==> config.mk <==
export PLATFORM = sky130hd
export DESIGN_NAME = drf_io_ports
export DESIGN_NICKNAME = d
export VERILOG_FILES = /design/src/rtl/drf_io_pkg.sv /design/src/rtl/drf_io_channel.sv /design/src/rtl/drf_io_ports.sv
export SDC_FILE = /design/constraint.sdc
export NUM_CORES = 1
export LEC_CHECK = 0
export ABC_AREA = 1
export CAP_MARGIN = 20
export CORE_MARGIN = 1.5
export CORE_UTILIZATION = 66
export DETAILED_ROUTE_END_ITERATION = 16
export DONT_BUFFER_PORTS = 1
export PLACE_DENSITY = 0.8
export RECOVER_POWER = 25
export SLEW_MARGIN = 20
export SYNTH_ARGS = -nofsm -noshare
export SYNTH_HDL_FRONTEND = slang
export SYNTH_SLANG_ARGS = --single-unit
==> constraint.sdc <==
create_clock -name clk -period 2 [get_ports clk]
set_clock_uncertainty 0.15 [all_clocks]
set_input_delay 0.2 -clock clk [delete_from_list [all_inputs] [get_ports clk]]
set_output_delay 0.2 -clock clk [all_outputs]
set_load 0.005 [all_outputs]
==> src/rtl/drf_io_pkg.sv <==
// ============================================================================
// Module   : drf_io_pkg
// Purpose  : Register-select encodings and index-width helper for drf_io_ports
// Revision : 1.0  initial release
// ============================================================================
`default_nettype none

package drf_io_pkg;

  localparam logic [1:0] REG_DATA_IN  = 2'd0;
  localparam logic [1:0] REG_DATA_OUT = 2'd1;
  localparam logic [1:0] REG_CHG      = 2'd2;
  localparam logic [1:0] REG_MASK     = 2'd3;

  // A single-port build still needs a 1-bit index field in the address.
  function automatic int idx_width(input int n);
    if (n <= 1) return 1;
    else return $clog2(n);
  endfunction

endpackage

`default_nettype wire

==> src/rtl/drf_io_channel.sv <==
// ============================================================================
// Module   : drf_io_channel
// Purpose  : One I/O port: input synchroniser, output latch, sticky change
//            flags and interrupt mask
// Revision : 1.0  initial release
// ============================================================================
`default_nettype none

module drf_io_channel #(
  parameter int WIDTH = 4
) (
  input  logic             clk,
  input  logic             reset,
  input  logic [WIDTH-1:0] i_pin,
  input  logic             i_armed,
  input  logic             i_wr_out,
  input  logic             i_wr_chg,
  input  logic             i_wr_mask,
  input  logic [WIDTH-1:0] i_wr_data,
  output logic [WIDTH-1:0] o_port,
  output logic [WIDTH-1:0] o_din,
  output logic [WIDTH-1:0] o_chg,
  output logic [WIDTH-1:0] o_mask,
  output logic             o_irq_req
);

  logic [WIDTH-1:0] r_s1, r_s2, r_s3;
  logic [WIDTH-1:0] r_out, r_chg, r_mask;
  logic [WIDTH-1:0] w_set, w_clr;

  assign w_set = i_armed  ? (r_s2 ^ r_s3) : '0;
  assign w_clr = i_wr_chg ? i_wr_data     : '0;

  always_ff @(posedge clk) begin
    if (reset) begin
      r_s1   <= '0;
      r_s2   <= '0;
      r_s3   <= '0;
      r_out  <= '0;
      r_chg  <= '0;
      r_mask <= '0;
    end else begin
      r_s1  <= i_pin;
      r_s2  <= r_s1;
      r_s3  <= r_s2;
      // Clear is applied first so a coincident new change keeps its bit set.
      r_chg <= (r_chg & ~w_clr) | w_set;
      if (i_wr_out)  r_out  <= i_wr_data;
      if (i_wr_mask) r_mask <= i_wr_data;
    end
  end

  assign o_port    = r_out;
  assign o_din     = r_s2;
  assign o_chg     = r_chg;
  assign o_mask    = r_mask;
  assign o_irq_req = |(r_chg & r_mask);

endmodule

`default_nettype wire

==> src/rtl/drf_io_ports.sv <==
// ============================================================================
// Module   : drf_io_ports
// Purpose  : N_PORTS x WIDTH I/O port block with registered CPU bus and irq
// Revision : 1.0  initial release
// ============================================================================
`default_nettype none

module drf_io_ports
  import drf_io_pkg::*;
#(
  parameter int WIDTH   = 4,
  parameter int N_PORTS = 2,
  localparam int IDX_W  = idx_width(N_PORTS),
  localparam int ADDR_W = IDX_W + 2
) (
  input  logic                       clk,
  input  logic                       reset,
  input  logic [N_PORTS*WIDTH-1:0]   port_input,
  output logic [N_PORTS*WIDTH-1:0]   port_output,
  input  logic [ADDR_W-1:0]          addr,
  input  logic                       wr_en,
  input  logic [WIDTH-1:0]           wr_data,
  input  logic                       rd_en,
  output logic [WIDTH-1:0]           rd_data,
  output logic                       rd_valid,
  output logic                       irq
);

  logic [1:0]       r_arm_cnt;
  logic             w_armed;
  logic [IDX_W-1:0] w_idx;
  logic [1:0]       w_sel;
  logic [WIDTH-1:0] w_din  [N_PORTS];
  logic [WIDTH-1:0] w_out  [N_PORTS];
  logic [WIDTH-1:0] w_chg  [N_PORTS];
  logic [WIDTH-1:0] w_mask [N_PORTS];
  logic [N_PORTS-1:0] w_irq_req;
  logic [WIDTH-1:0] w_rd_mux;
  logic [WIDTH-1:0] r_rd_data;
  logic             r_rd_valid;
  logic             r_irq;

  assign w_idx   = addr[ADDR_W-1:2];
  assign w_sel   = addr[1:0];
  assign w_armed = (r_arm_cnt == 2'd3);

  // Holds off change detection while the synchroniser fills after reset.
  always_ff @(posedge clk) begin
    if (reset) r_arm_cnt <= 2'd0;
    else if (r_arm_cnt != 2'd3) r_arm_cnt <= r_arm_cnt + 2'd1;
  end

  for (genvar g = 0; g < N_PORTS; g++) begin : g_ch
    logic w_hit;
    assign w_hit = wr_en && (w_idx == IDX_W'(g));

    drf_io_channel #(.WIDTH(WIDTH)) u_ch (
      .clk       (clk),
      .reset     (reset),
      .i_pin     (port_input[g*WIDTH +: WIDTH]),
      .i_armed   (w_armed),
      .i_wr_out  (w_hit && (w_sel == REG_DATA_OUT)),
      .i_wr_chg  (w_hit && (w_sel == REG_CHG)),
      .i_wr_mask (w_hit && (w_sel == REG_MASK)),
      .i_wr_data (wr_data),
      .o_port    (w_out[g]),
      .o_din     (w_din[g]),
      .o_chg     (w_chg[g]),
      .o_mask    (w_mask[g]),
      .o_irq_req (w_irq_req[g])
    );

    assign port_output[g*WIDTH +: WIDTH] = w_out[g];
  end

  // Unmatched (out-of-range) indices fall through to zero.
  always_comb begin
    w_rd_mux = '0;
    for (int p = 0; p < N_PORTS; p++) begin
      if (w_idx == IDX_W'(p)) begin
        case (w_sel)
          REG_DATA_IN:  w_rd_mux = w_din[p];
          REG_DATA_OUT: w_rd_mux = w_out[p];
          REG_CHG:      w_rd_mux = w_chg[p];
          default:      w_rd_mux = w_mask[p];
        endcase
      end
    end
  end

  always_ff @(posedge clk) begin
    if (reset) begin
      r_rd_data  <= '0;
      r_rd_valid <= 1'b0;
      r_irq      <= 1'b0;
    end else begin
      r_rd_valid <= rd_en;
      if (rd_en) r_rd_data <= w_rd_mux;
      r_irq <= |w_irq_req;
    end
  end

  assign rd_data  = r_rd_data;
  assign rd_valid = r_rd_valid;
  assign irq      = r_irq;

endmodule

`default_nettype wire

---- Yosys cells after proc, flatten, opt, wreduce, memory -nomap -nowiden ----
Cells that the tools add are included.
storage, ports and cells
  input bits .............................. 19
  word-level logic and storage cells ...... 50
  register bits after elaboration ......... 56
operators by class
  equality and inequality tests ........... 5
  reductions and logical operators ........ 10
  add/subtract/negate cells ............... 1
  muxes and demuxes ....................... 7
  bitwise operators ....................... 11
operators with widths
  operator                                              number
  case mux 4 bit (3 select lines)                       2
  2-to-1 mux 4 bit                                      5
  bitwise AND 4 bit                                     4
  logical AND 1 bit                                     8
  inverter 4 bit                                        2
  bitwise OR 4 bit                                      2
  OR reduction 8 bit                                    1
  XOR 4 bit                                             2
  equality test 2 bit (second input constant)           3
  adder 2 x 1 -> 2 bit (second input constant)          1
  equality test 2 x 1 -> 1 bit (second input constant)  1
  zero test 2 bit                                       1
  != test 2 bit (second input constant)                 1
  inverter 1 bit                                        1

---- Longest topological paths before layout ----
Gate-level depths: netlist of run 1.
  depth in word-level cells ............... 7
  gate-level depth with buffers ........... 8

---- Cells and area by module ----
A second synthesis of run 1 with hierarchy kept.
second synthesis, totals
  cell total of the unflattened synthesis .. 332
  area total of the unflattened synthesis .. 2301.0 sq um
modules (own cells, without submodules)
  module          area an instance (sq um)  times used  cells an instance
  drf_io_channel  837.1                     2           109
  drf_io_ports    626.9                     1           114

---- Worst setup path before layout of run 1 ----
Ideal clock, no wire load.
  kind .................................... register to register
  from .................................... register r_arm_cnt[0]
  to ...................................... register g_ch[1].u_ch.r_chg[0]
  buffers on the path ..................... 0
  clock period less this slack ............ 1253 ps
  stages on the path, launching flop included .. 6
  path slack .............................. 747 ps
  arrival time ............................ 1032 ps
  setup time .............................. 71 ps
  cells stage by stage .................... dfxtp_1 > ha_1 > clkinv_1 > a21oi_1 > o21ai_0 > a21oi_1
on the way
  word-level cells in the longest chain between the ends .. 3
RTL lines
  element                   RTL line              RTL
  start: declaration        drf_io_ports.sv:29    logic [1:0] r_arm_cnt;
  start signal: assignment  drf_io_ports.sv:50    else if (r_arm_cnt != 2'd3) r_arm_cnt <= r_arm_cnt + 2'd1;
  equality test 2 bit       drf_io_ports.sv:45    assign w_armed = (r_arm_cnt == 2'd3);
  2-to-1 mux 4 bit          drf_io_channel.sv:31  assign w_set = i_armed ? (r_s2 ^ r_s3) : '0;
  bitwise OR 4 bit          drf_io_channel.sv:47  r_chg <= (r_chg & ~w_clr) | w_set;
  end signal: assignment    drf_io_channel.sv:47
  end: declaration          drf_io_channel.sv:28  logic [WIDTH-1:0] r_out, r_chg, r_mask;
No other way between the ends.
A chain may end at the register's enable or synchronous reset.

---- Worst setup path after layout of run 1 ----
  from .................................... input port addr[0]
  to ...................................... register g_ch[0].u_ch.r_out[1]
on the way
  word-level cells in the longest chain between the ends .. 2
RTL lines
  element                       RTL line              RTL
  start: declaration            drf_io_ports.sv:20    input logic [ADDR_W-1:0] addr,
  equality test 2 x 1 -> 1 bit  drf_io_ports.sv:62    .i_wr_out (w_hit && (w_sel == REG_DATA_OUT)),
  logical AND 1 bit             drf_io_ports.sv:62
  end signal: assignment        drf_io_channel.sv:48  if (i_wr_out) r_out <= i_wr_data;
  end: declaration              drf_io_channel.sv:28
No other way between the ends.

==> results by group, run 1 <==
Detailed routing
  • Number of nets with antenna violations after routing: 0
  • Total detailed-routing wirelength: 4879 µm
  • DRC violation total after the first TritonRoute iteration: 163
  • Average wire per standard cell: 13.74 µm
  • Via-to-Cell Ratio: 5.406
  • First-pass iteration count of the detailed router: 4
  • Total vias in the final route: 1919
  • Residual DRC: 0

Clocking
  • CTS max path bufs: 2
  • Total CTS buffers: 5
  • Number of clock sinks: 56
  • Master cell of the clock root buffer: clkbuf_4
  • Hold-fix buffer count after cts: 21
  • Clock tree from TritonCTS: yes
  • Clock slew at the register clock pins of the worst setup and hold paths: 0.15 ns
  • Number of H-tree levels: 2
  • Cts repair resizes: 0
  • Worst skew pair latency: 0.38 ns
  • Post-CTS Setup Bufs: 0

Global routing
  • Global route total overflow: 0
  • Global router's overall resource usage: 29.08%
  • Antenna violations before repair: 0
  • Number of global-route vias before repair: 1742
  • Maximum number of pins on one net before global-route repair: 57
  • Global-route wire length before repair: 7935 µm

Worst setup path
  • Data required, critical path: 2.19 ns
  • Crit path launch type: primary input
  • Critical path's slowest cell: dlygate4sd3_1
  • Reg2reg start: r_arm_cnt[0]
  • Delay contributed by the slowest stage of the critical path: 0.61 ns
  • Most common cell on crit path: dlygate4sd3_1
  • Worst endpoint data arrival time: 2.04 ns
  • Number of cells on the worst reg-to-reg path: 5
  • Category of the most critical setup path: in2reg
  • CP Capture Point: g_ch[0].u_ch.o_port[1]
  • End of the worst register-to-register path: g_ch[1].u_ch.o_chg[0]
  • Critical Path Fanout Max: 18
  • Cell breakdown of the critical path: dlygate4sd3_1 > nand2_2 > nor2_4 > nor2_1 > a211oi_1 > dlygate4sd3_1
  • R2r setup slk: 0.46 ns
  • Launch point of the worst path: addr[0]
  • Category of the worst setup path capture point: register

Die
  • Number of placed I/O pins: 33
  • Num rows: 20
  • Die span in y: 61.32 µm
  • Effective utilization at floorplan: 71.19%
  • Total die area: 3760 µm²
  • Core box area: 3153 µm²
  • Die Span X: 61.32 µm

Placement
  • Post-DP HPWL: 3094 µm
  • Placer Congestion: 0.8967
  • Input/output buffers: 0

Timing
  • Setup repair after global routing missed its margin: false
  • Relative max-transition margin: 76.70%
  • Final setup TNS: 0 ns
  • Number of failing setup endpoints in the final timing report: 0
  • Upper clock frequency limit: 0.5408 GHz
  • Crit share post-route: 92.46%
  • Fin. Hold Viols: 0
  • Max-slew violations: 0
  • Actual slew at the worst max-slew pin: 0.3484 ns
  • Tmin final: 1.849 ns

Synth
  • Synth Cell Area: 2245 µm²
  • Portion of the post-synthesis area used by sequential elements: 49.94%
  • Mapped Cells: 292
  • Number of distinct library cell variants in the gate-level netlist after synthesis: 23
  • Share of flip-flops with an asynchronous set or reset: 0%
  • Number of warnings issued by yosys: 0
  • Synth Area per Inst: 7.687 µm²
  • Commonest register cell after synthesis: dfxtp_1
  • Synth Register Bits: 56
  • EDFF count, synth: 0
  • Number of nets in the synthesized netlist: 312

Final layout
  • Ant diodes: 0
  • Share of layout cells above drive strength 1: 5.788%
  • Most frequent cells in the layout: nor2_1 (65), dfxtp_1 (56), inv_1 (38), nand2_1 (25), nand3_1 (22)
  • Nets: 330
  • Leading cell type in the layout, fill and taps excluded: nor2_1
  • Growth of design area from synthesis to finish: 12.54%

Hold path
  • Hold WC Path Type: in2reg
  • Hold Path Origin: addr[0]

Outcome
  • Result of the run: finished, final reports clean

Pwr
  • VDD IR-drop max: 0.5972 mV
  • Power density of the placed cells: 756.7 nW/µm²
  • Power, Total: 1912 µW
  • Leakage component of the power: 0.001073 µW

Flow run
  • Reported max-cap violation count: 0
worst max-delay path: cells and delay by family:
family	cells	cell delay [ns]
buffers and inverters	2	1.19
AND/OR/NAND/NOR	3	0.44
AO/OA/AOI/OAI	1	0.20
state kept, by name, summed over array words and instances, names as in the netlist:
name	flops
g_ch.u_ch.o_chg	8
g_ch.u_ch.o_din	8
g_ch.u_ch.o_mask	8
g_ch.u_ch.o_port	8
g_ch.u_ch.r_s1	8
g_ch.u_ch.r_s3	8
rd_data	4
r_arm_cnt	2
irq	1
rd_valid	1
worst min path at each step:
stage | endpoint | slack [ns] | cells after the start
3_5_place_dp | g_ch[0].u_ch.o_chg[1] | 0.13 | 1
6_report | rd_data[1] | 0.01 | 6
3_3_place_gp | g_ch[1].u_ch.r_s1[0] | 0.13 | 1
4_1_cts | rd_data[1] | 0.004 | 6
5_1_grt | g_ch[1].u_ch.o_chg[3] | 0.02 | 3
2_1_floorplan | g_ch[0].u_ch.r_s1[0] | 0.16 | 2
cell usage after synthesis (2+ instances only):
cell type / instances / share of area [%]
inv_1: 38 / 6.4
nor2_4: 4 / 2.0
a21oi_1: 20 / 4.5
nand3_1: 22 / 4.9
a22o_1: 3 / 1.2
nand2_1: 25 / 4.2
buf_2: 2 / 0.45
o21ai_1: 7 / 1.6
nor2_1: 65 / 11
buf_1: 4 / 0.67
a211oi_1: 16 / 5.4
clkbuf_1: 2 / 0.33
nand2_4: 2 / 1.0
o21ai_0: 17 / 3.8
nand2_2: 2 / 0.56
dfxtp_1: 56 / 50
cell families (layout without fill, tap and decap cells):
kind of cell	after synthesis	count (layout)	share of synthesized area, %
AO/OA/AOI/OAI	63	63	16.33
XOR/XNOR	1	1	0.3903
adder cells (fa/ha/maj)	1	1	0.5573
buffers and inverters	50	69	8.974
flip-flops	56	56	49.94
AND/OR/NAND/NOR	121	121	23.80
layout make-up:
cell class,instances,area (µm²)
sequential,56,1121
multi-input combinational,186,922.1
fill,230,626.9
timing repair buffer,21,220.2
inverter,40,150.1
tap,44,55.05
clock buffer,6,41.29
clock inverter,2,16.27
where the power goes:
part / total, µW / leakage [µW] / internal, µW / switching, µW
Sequential: 1200 / 0.000458 / 1170 / 36.6
Combinational: 216 / 0.000586 / 89.6 / 126
Clock: 492 / 0.0000284 / 141 / 352
Total: 1910 / 0.00107 / 1400 / 514
layer usage:
layer	GRT usage (%)	wire length, µm
met4	13.98	102
met3	6.723	304
met1	36.99	2181
met5	0	0
met2	46.66	2291
metrics by stage:
| step | instances | setup slack [ns] | hold slack, ns | instance area (µm²) | util, % |
|---|---|---|---|---|---|
| final | 355 | 0.1508 | 0.01381 | 2526 | 80.12 |
| after global routing | 355 | 0.1346 | 0.01908 | 2526 | 80.12 |
| after CTS | 355 | 0.2292 | 0.003600 | 2526 | 80.12 |
| after detailed placement | 326 | 0.5306 | 0.1293 | 2248 | 71.31 |
| after global placement | 326 | 0.6541 | 0.1259 | 2248 | 71.31 |
| after floorplan | 292 | 0.7474 | 0.1570 | 2245 | - |
No activity file was read; power rests on OpenSTA's default activity.
==> run 2: changes to the inputs <==
- SKIP_CTS_REPAIR_TIMING: default -> 1
==> run 2 against run 1 <==
The run now ends with negative hold slack left. Die area did not move. Sequential share of layout area about the same. Sequential cell count is the same. Core utilization decreased by 0.079 points. Via count grew 0.36%. First-iteration DRC count fell by 22%. Sequential power hardly changed. Total power fell by 0.29%. Cell area hardly changed. Non-clock buffer count decreased by 1.
==> results by group, run 2 (synthesized netlist as in run 1, its figures left out) <==
Detailed routing
  • DRC violation total after the first TritonRoute iteration: 127
  • Residual DRC: 0
  • Average wire per standard cell: 13.92 µm
  • Number of nets with antenna violations after routing: 0
  • Total vias in the final route: 1926
  • First-pass iteration count of the detailed router: 4
  • Via-to-Cell Ratio: 5.441
  • Total detailed-routing wirelength: 4928 µm

Worst setup path
  • Critical Path Fanout Max: 56
  • Cell breakdown of the critical path: dlygate4sd3_1 > buf_16 > nor2_1 > dlygate4sd3_1
  • WP buf/inv: 3
  • Worst endpoint data arrival time: 1.74 ns
  • Data required, critical path: 2.13 ns
  • Most common cell on crit path: dlygate4sd3_1
  • Number of cells on the worst reg-to-reg path: 5
  • Critical path's slowest cell: dlygate4sd3_1
  • Category of the worst setup path capture point: register
  • Category of the most critical setup path: in2reg
  • Crit path launch type: primary input
  • Delay contributed by the slowest stage of the critical path: 0.63 ns
  • Family with the most delay on the worst path: buffers and inverters
  • Total stage count of the critical path: 4

Die
  • Core box area: 3153 µm²
  • Number of placed I/O pins: 33
  • Effective utilization at floorplan: 71.19%
  • Die span in y: 61.32 µm
  • Total die area: 3760 µm²
  • Num rows: 20
  • Die Span X: 61.32 µm

Final layout
  • Leading cell type in the layout, fill and taps excluded: nor2_1
  • Final core utilization: 80.04%
  • Area used by multi-input combinational logic: 922.1 µm²
  • Growth of design area from synthesis to finish: 12.43%
  • Most frequent cells in the layout: nor2_1 (65), dfxtp_1 (56), inv_1 (38), nand2_1 (25), nand3_1 (22)
  • Final cell area excluding filler cells: 2524 µm²
  • Share of layout cells above drive strength 1: 5.806%
  • Layout filler cell count: 227
  • Nets: 329
  • Ant diodes: 0
  • Reg area: 1121 µm²

Flow run
  • Reported max-cap violation count: 0

Outcome
  • Failing checks: negative hold slack
  • Result of the run: complete, but fails checks

Placement
  • Post-DP HPWL: 3094 µm
  • Area post-placement: 2248 µm²
  • Placer Congestion: 0.8967
  • Dpl ws: 0.5306 ns
  • Input/output buffers: 0

Clocking
  • Clock tree from TritonCTS: yes
  • CTS max path bufs: 2
  • Worst skew pair latency: 0.38 ns
  • Clock slew at the register clock pins of the worst setup and hold paths: 0.15 ns
  • Number of H-tree levels: 2
  • Total CTS buffers: 5
  • Number of clock sinks: 56
  • Master cell of the clock root buffer: clkbuf_4

Timing
  • Tmin final: 1.614 ns
  • Final setup margin: 0.3863 ns
  • Relative max-transition margin: 75.76%
  • Setup repair after global routing missed its margin: false
  • Actual slew at the worst max-slew pin: 0.3624 ns
  • Max-slew violations: 0
  • Crit share post-route: 80.69%
  • Worst hold slack: -0.05362 ns
  • Final setup TNS: 0 ns
  • Number of failing setup endpoints in the final timing report: 0
  • Fin. Hold Viols: 2
  • Upper clock frequency limit: 0.6197 GHz

Global routing
  • Number of global-route vias before repair: 1606
  • Global router's overall resource usage: 26.61%
  • Global route total overflow: 0
  • Antenna violations before repair: 0
  • Global-route wire length before repair: 7286 µm
  • Maximum number of pins on one net before global-route repair: 57

Pwr
  • Power, Total: 1906 µW
  • Leakage component of the power: 0.001072 µW
  • Power density of the placed cells: 755.2 nW/µm²
  • VDD IR-drop max: 0.5935 mV

Hold path
  • Hold WC Path Type: in2reg
  • Number of instances on the worst hold path: 5
[run 2: final cells by class]
type / instances / share of cell area (%)
Clock buffer: 6 / 1.636
Clock inverter: 2 / 0.6445
Inverter: 40 / 5.949
Multi-Input combinational cell: 186 / 36.54
Sequential cell: 56 / 44.42
Tap cell: 44 / 2.181
Timing Repair Buffer: 20 / 8.627
[run 2: final timing paths]
path                                            from               endpoint  slack, ns
worst min-delay path                         addr[2]             rd_data[1]      -0.05
worst max register to register          r_arm_cnt[0]  g_ch[1].u_ch.o_chg[1]       0.49
worst min register to register  g_ch[0].u_ch.r_s1[2]  g_ch[0].u_ch.o_din[2]       0.27
worst max-delay path                           reset   g_ch[1].u_ch.r_s1[2]       0.39
[run 2: per-layer routing]
layer  vias up  wire length [µm]  GRT usage [%]
met5         -                 0              0
met4         0                68          11.49
met3         6               256          6.933
met2        48              2402          41.19
met1       890              2200          35.23
li1        982                 -              -
[run 2: power by group]
group          switching (µW)  internal (µW)  leakage [µW]
clock                     346            141     0.0000284
sequential               36.5           1170      0.000458
combinational             126           90.6      0.000585
total                     508           1400       0.00107
[run 2: per-stage QoR]
| step | hold slack, ns | instances |
|---|---|---|
| after floorplan | 0.1570 | 292 |
| after global placement | 0.1259 | 326 |
| after detailed placement | 0.1293 | 326 |
| after CTS | -0.2888 | 334 |
| after global routing | 0.01177 | 354 |
| final | -0.05362 | 354 |
[run 2: worst register-to-register path, cell delays in order, from the launching register on]
cell and delay [ns]:
dfxtp_1 0.40, ha_1 0.24, clkinv_1 0.23, a21oi_1 0.18, o21ai_0 0.11, a21oi_1 0.15
==> run 3: changes to the inputs <==
- CORE_UTILIZATION: 66 -> 61
- PLACE_DENSITY: 0.8 -> 0.75
- clock period: 2 -> 1.7 ns (I/O delays scaled with it)
==> run 3 against run 2 <==
The flow still finishes with violations (negative hold slack). Sequential share of layout area is 0.88 points higher. Worst setup slack got worse by 0.12 ns. Non-clock buffer count fell by 9. Cell count is 2.0% lower. Total power increased by 25%. Clock-buffer cell count decreased by 1. Sequential cell count unchanged. Worst hold slack worse by 0.030 ns. Clock power rose by 55%. Via count shrank 5.5%. Critical path depth increased by 1. Sequential power is 18% higher.
==> results by group, run 3 (synthesized netlist as in run 1, its figures left out) <==
Pwr
  • Power density of the placed cells: 966.0 nW/µm²
  • Leakage component of the power: 0.001047 µW
  • VDD IR-drop max: 0.6341 mV

Clocking
  • Worst skew pair latency: 0.32 ns
  • Number of clock sinks: 56
  • Clock slew at the register clock pins of the worst setup and hold paths: 0.10 ns
  • Clock tree from TritonCTS: yes
  • CTS max path bufs: 2
  • Number of H-tree levels: 2
  • Total CTS buffers: 5
  • Master cell of the clock root buffer: clkbuf_8

Detailed routing
  • Total vias in the final route: 1820
  • DRC violation total after the first TritonRoute iteration: 169
  • Wire length on met3: 307 µm
  • Total detailed-routing wirelength: 4520 µm
  • Met2 routed wirelength: 2035 µm
  • Residual DRC: 0
  • Via-to-Cell Ratio: 5.245
  • First-pass iteration count of the detailed router: 4
  • Average wire per standard cell: 13.03 µm
  • Number of nets with antenna violations after routing: 0
  • Topmost layer with routed signal wires: met4
  • Met1 routed wirelength after detailed routing: 2102 µm

Worst setup path
  • Crit path launch type: register
  • Critical Path Fanout Max: 9
  • Category of the worst setup path capture point: register
  • Category of the most critical setup path: reg2reg
  • R2r setup slk: 0.26 ns
  • Data required, critical path: 1.81 ns
  • End of the worst register-to-register path: g_ch[0].u_ch.o_chg[2]
  • Number of cells on the worst reg-to-reg path: 5
  • Reg2reg start: r_arm_cnt[0]
  • Worst endpoint data arrival time: 1.55 ns

Hold path
  • Number of instances on the worst hold path: 4
  • Hold Path Origin: rd_en
  • Hold WC Path Type: in2reg
  • Capture endpoint of the worst hold path: rd_data[0]

Timing
  • Fin. Hold Viols: 4
  • Actual slew at the worst max-slew pin: 0.3108 ns
  • Crit share post-route: 84.53%
  • Setup repair after global routing missed its margin: false
  • Tmin final: 1.437 ns
  • Upper clock frequency limit: 0.6959 GHz
  • Number of failing setup endpoints in the final timing report: 0
  • Relative max-transition margin: 79.21%
  • Worst hold slack: -0.08367 ns
  • Final setup TNS: 0 ns
  • Final setup margin: 0.2630 ns
  • Max-slew violations: 0

Outcome
  • Result of the run: complete, but fails checks
  • Failing checks: negative hold slack

Final layout
  • Nets: 320
  • Leading cell type in the layout, fill and taps excluded: nor2_1
  • Ant diodes: 0
  • Post-Layout Cell Count: 347
  • Final core utilization: 71.90%
  • Growth of design area from synthesis to finish: 10.26%
  • Most frequent cells in the layout: nor2_1 (65), dfxtp_1 (56), inv_1 (38), nand2_1 (25), nand3_1 (22)
  • Share of layout cells above drive strength 1: 6.312%

Die
  • Core box area: 3442 µm²
  • Number of placed I/O pins: 33
  • Num rows: 21
  • Total die area: 4053 µm²
  • Die Span X: 63.66 µm
  • Effective utilization at floorplan: 65.21%
  • Die span in y: 63.66 µm

Global routing
  • Maximum number of pins on one net before global-route repair: 57
  • Global router's overall resource usage: 24.03%
  • Number of global-route vias before repair: 1634
  • Antenna violations before repair: 0
  • Global route total overflow: 0
  • Global-route wire length before repair: 7617 µm

Placement
  • Post-DP HPWL: 2989 µm
  • Placed insts: 328
  • Input/output buffers: 0
  • Placer Congestion: 0.8820
  • Dpl ws: 0.2771 ns

Flow run
  • Reported max-cap violation count: 0
==> run 3: changes by cell type in the layout (fill, tap and decap cells not counted), sizes merged <==
cell         delta
clkbuf          -1
dlygate4sd3     -9
inv             +1
==> run 3: layout make-up <==
type	instances	area (µm²)
Sequential cell	56	1121
Tap cell	46	57.56
Timing Repair Buffer	11	127.6
Multi-Input combinational cell	186	922.1
Inverter	40	150.1
Clock buffer	5	68.82
Clock inverter	3	27.53
Fill cell	282	967.2
==> run 3: where the power goes <==
group | switching [µW] | internal [µW] | leakage, µW
logic | 134 | 91.7 | 0.000543
registers | 39.8 | 1370 | 0.000458
clock network | 451 | 303 | 0.0000463
total | 625 | 1770 | 0.00105
==> run 3: per-layer routing <==
layer	GRT usage [%]	vias up
met5	0	-
met4	11.14	0
met3	6.607	8
met2	35.92	63
met1	32.16	795
li1	-	954
==> run 3: worst max path at each step <==
stage,start,end,slack [ns],cells past startpoint
floorplan,r_arm_cnt[0],g_ch[1].u_ch.o_chg[0],0.45,5
global placement,r_arm_cnt[0],g_ch[0].u_ch.o_chg[3],0.35,5
detailed placement,r_arm_cnt[0],g_ch[0].u_ch.o_chg[2],0.28,5
CTS,r_arm_cnt[0],g_ch[1].u_ch.o_chg[0],0.25,5
global route,r_arm_cnt[0],g_ch[1].u_ch.o_chg[2],0.06,5
finish,r_arm_cnt[0],g_ch[0].u_ch.o_chg[2],0.26,5
==> run 3: critical path, stage by stage (launching register included) <==
cell      delay, ns
dfxtp_1        0.36
ha_1           0.21
clkinv_1       0.23
a21oi_1        0.18
o21ai_0        0.11
a21oi_1        0.14
==> run 3: metrics by stage <==
step	total power (µW)	instance area [µm²]
finish	2391	2475
CTS	2366	2347
floorplan	1608	2245
global route	2510	2475
detailed placement	1618	2251
global placement	1611	2251
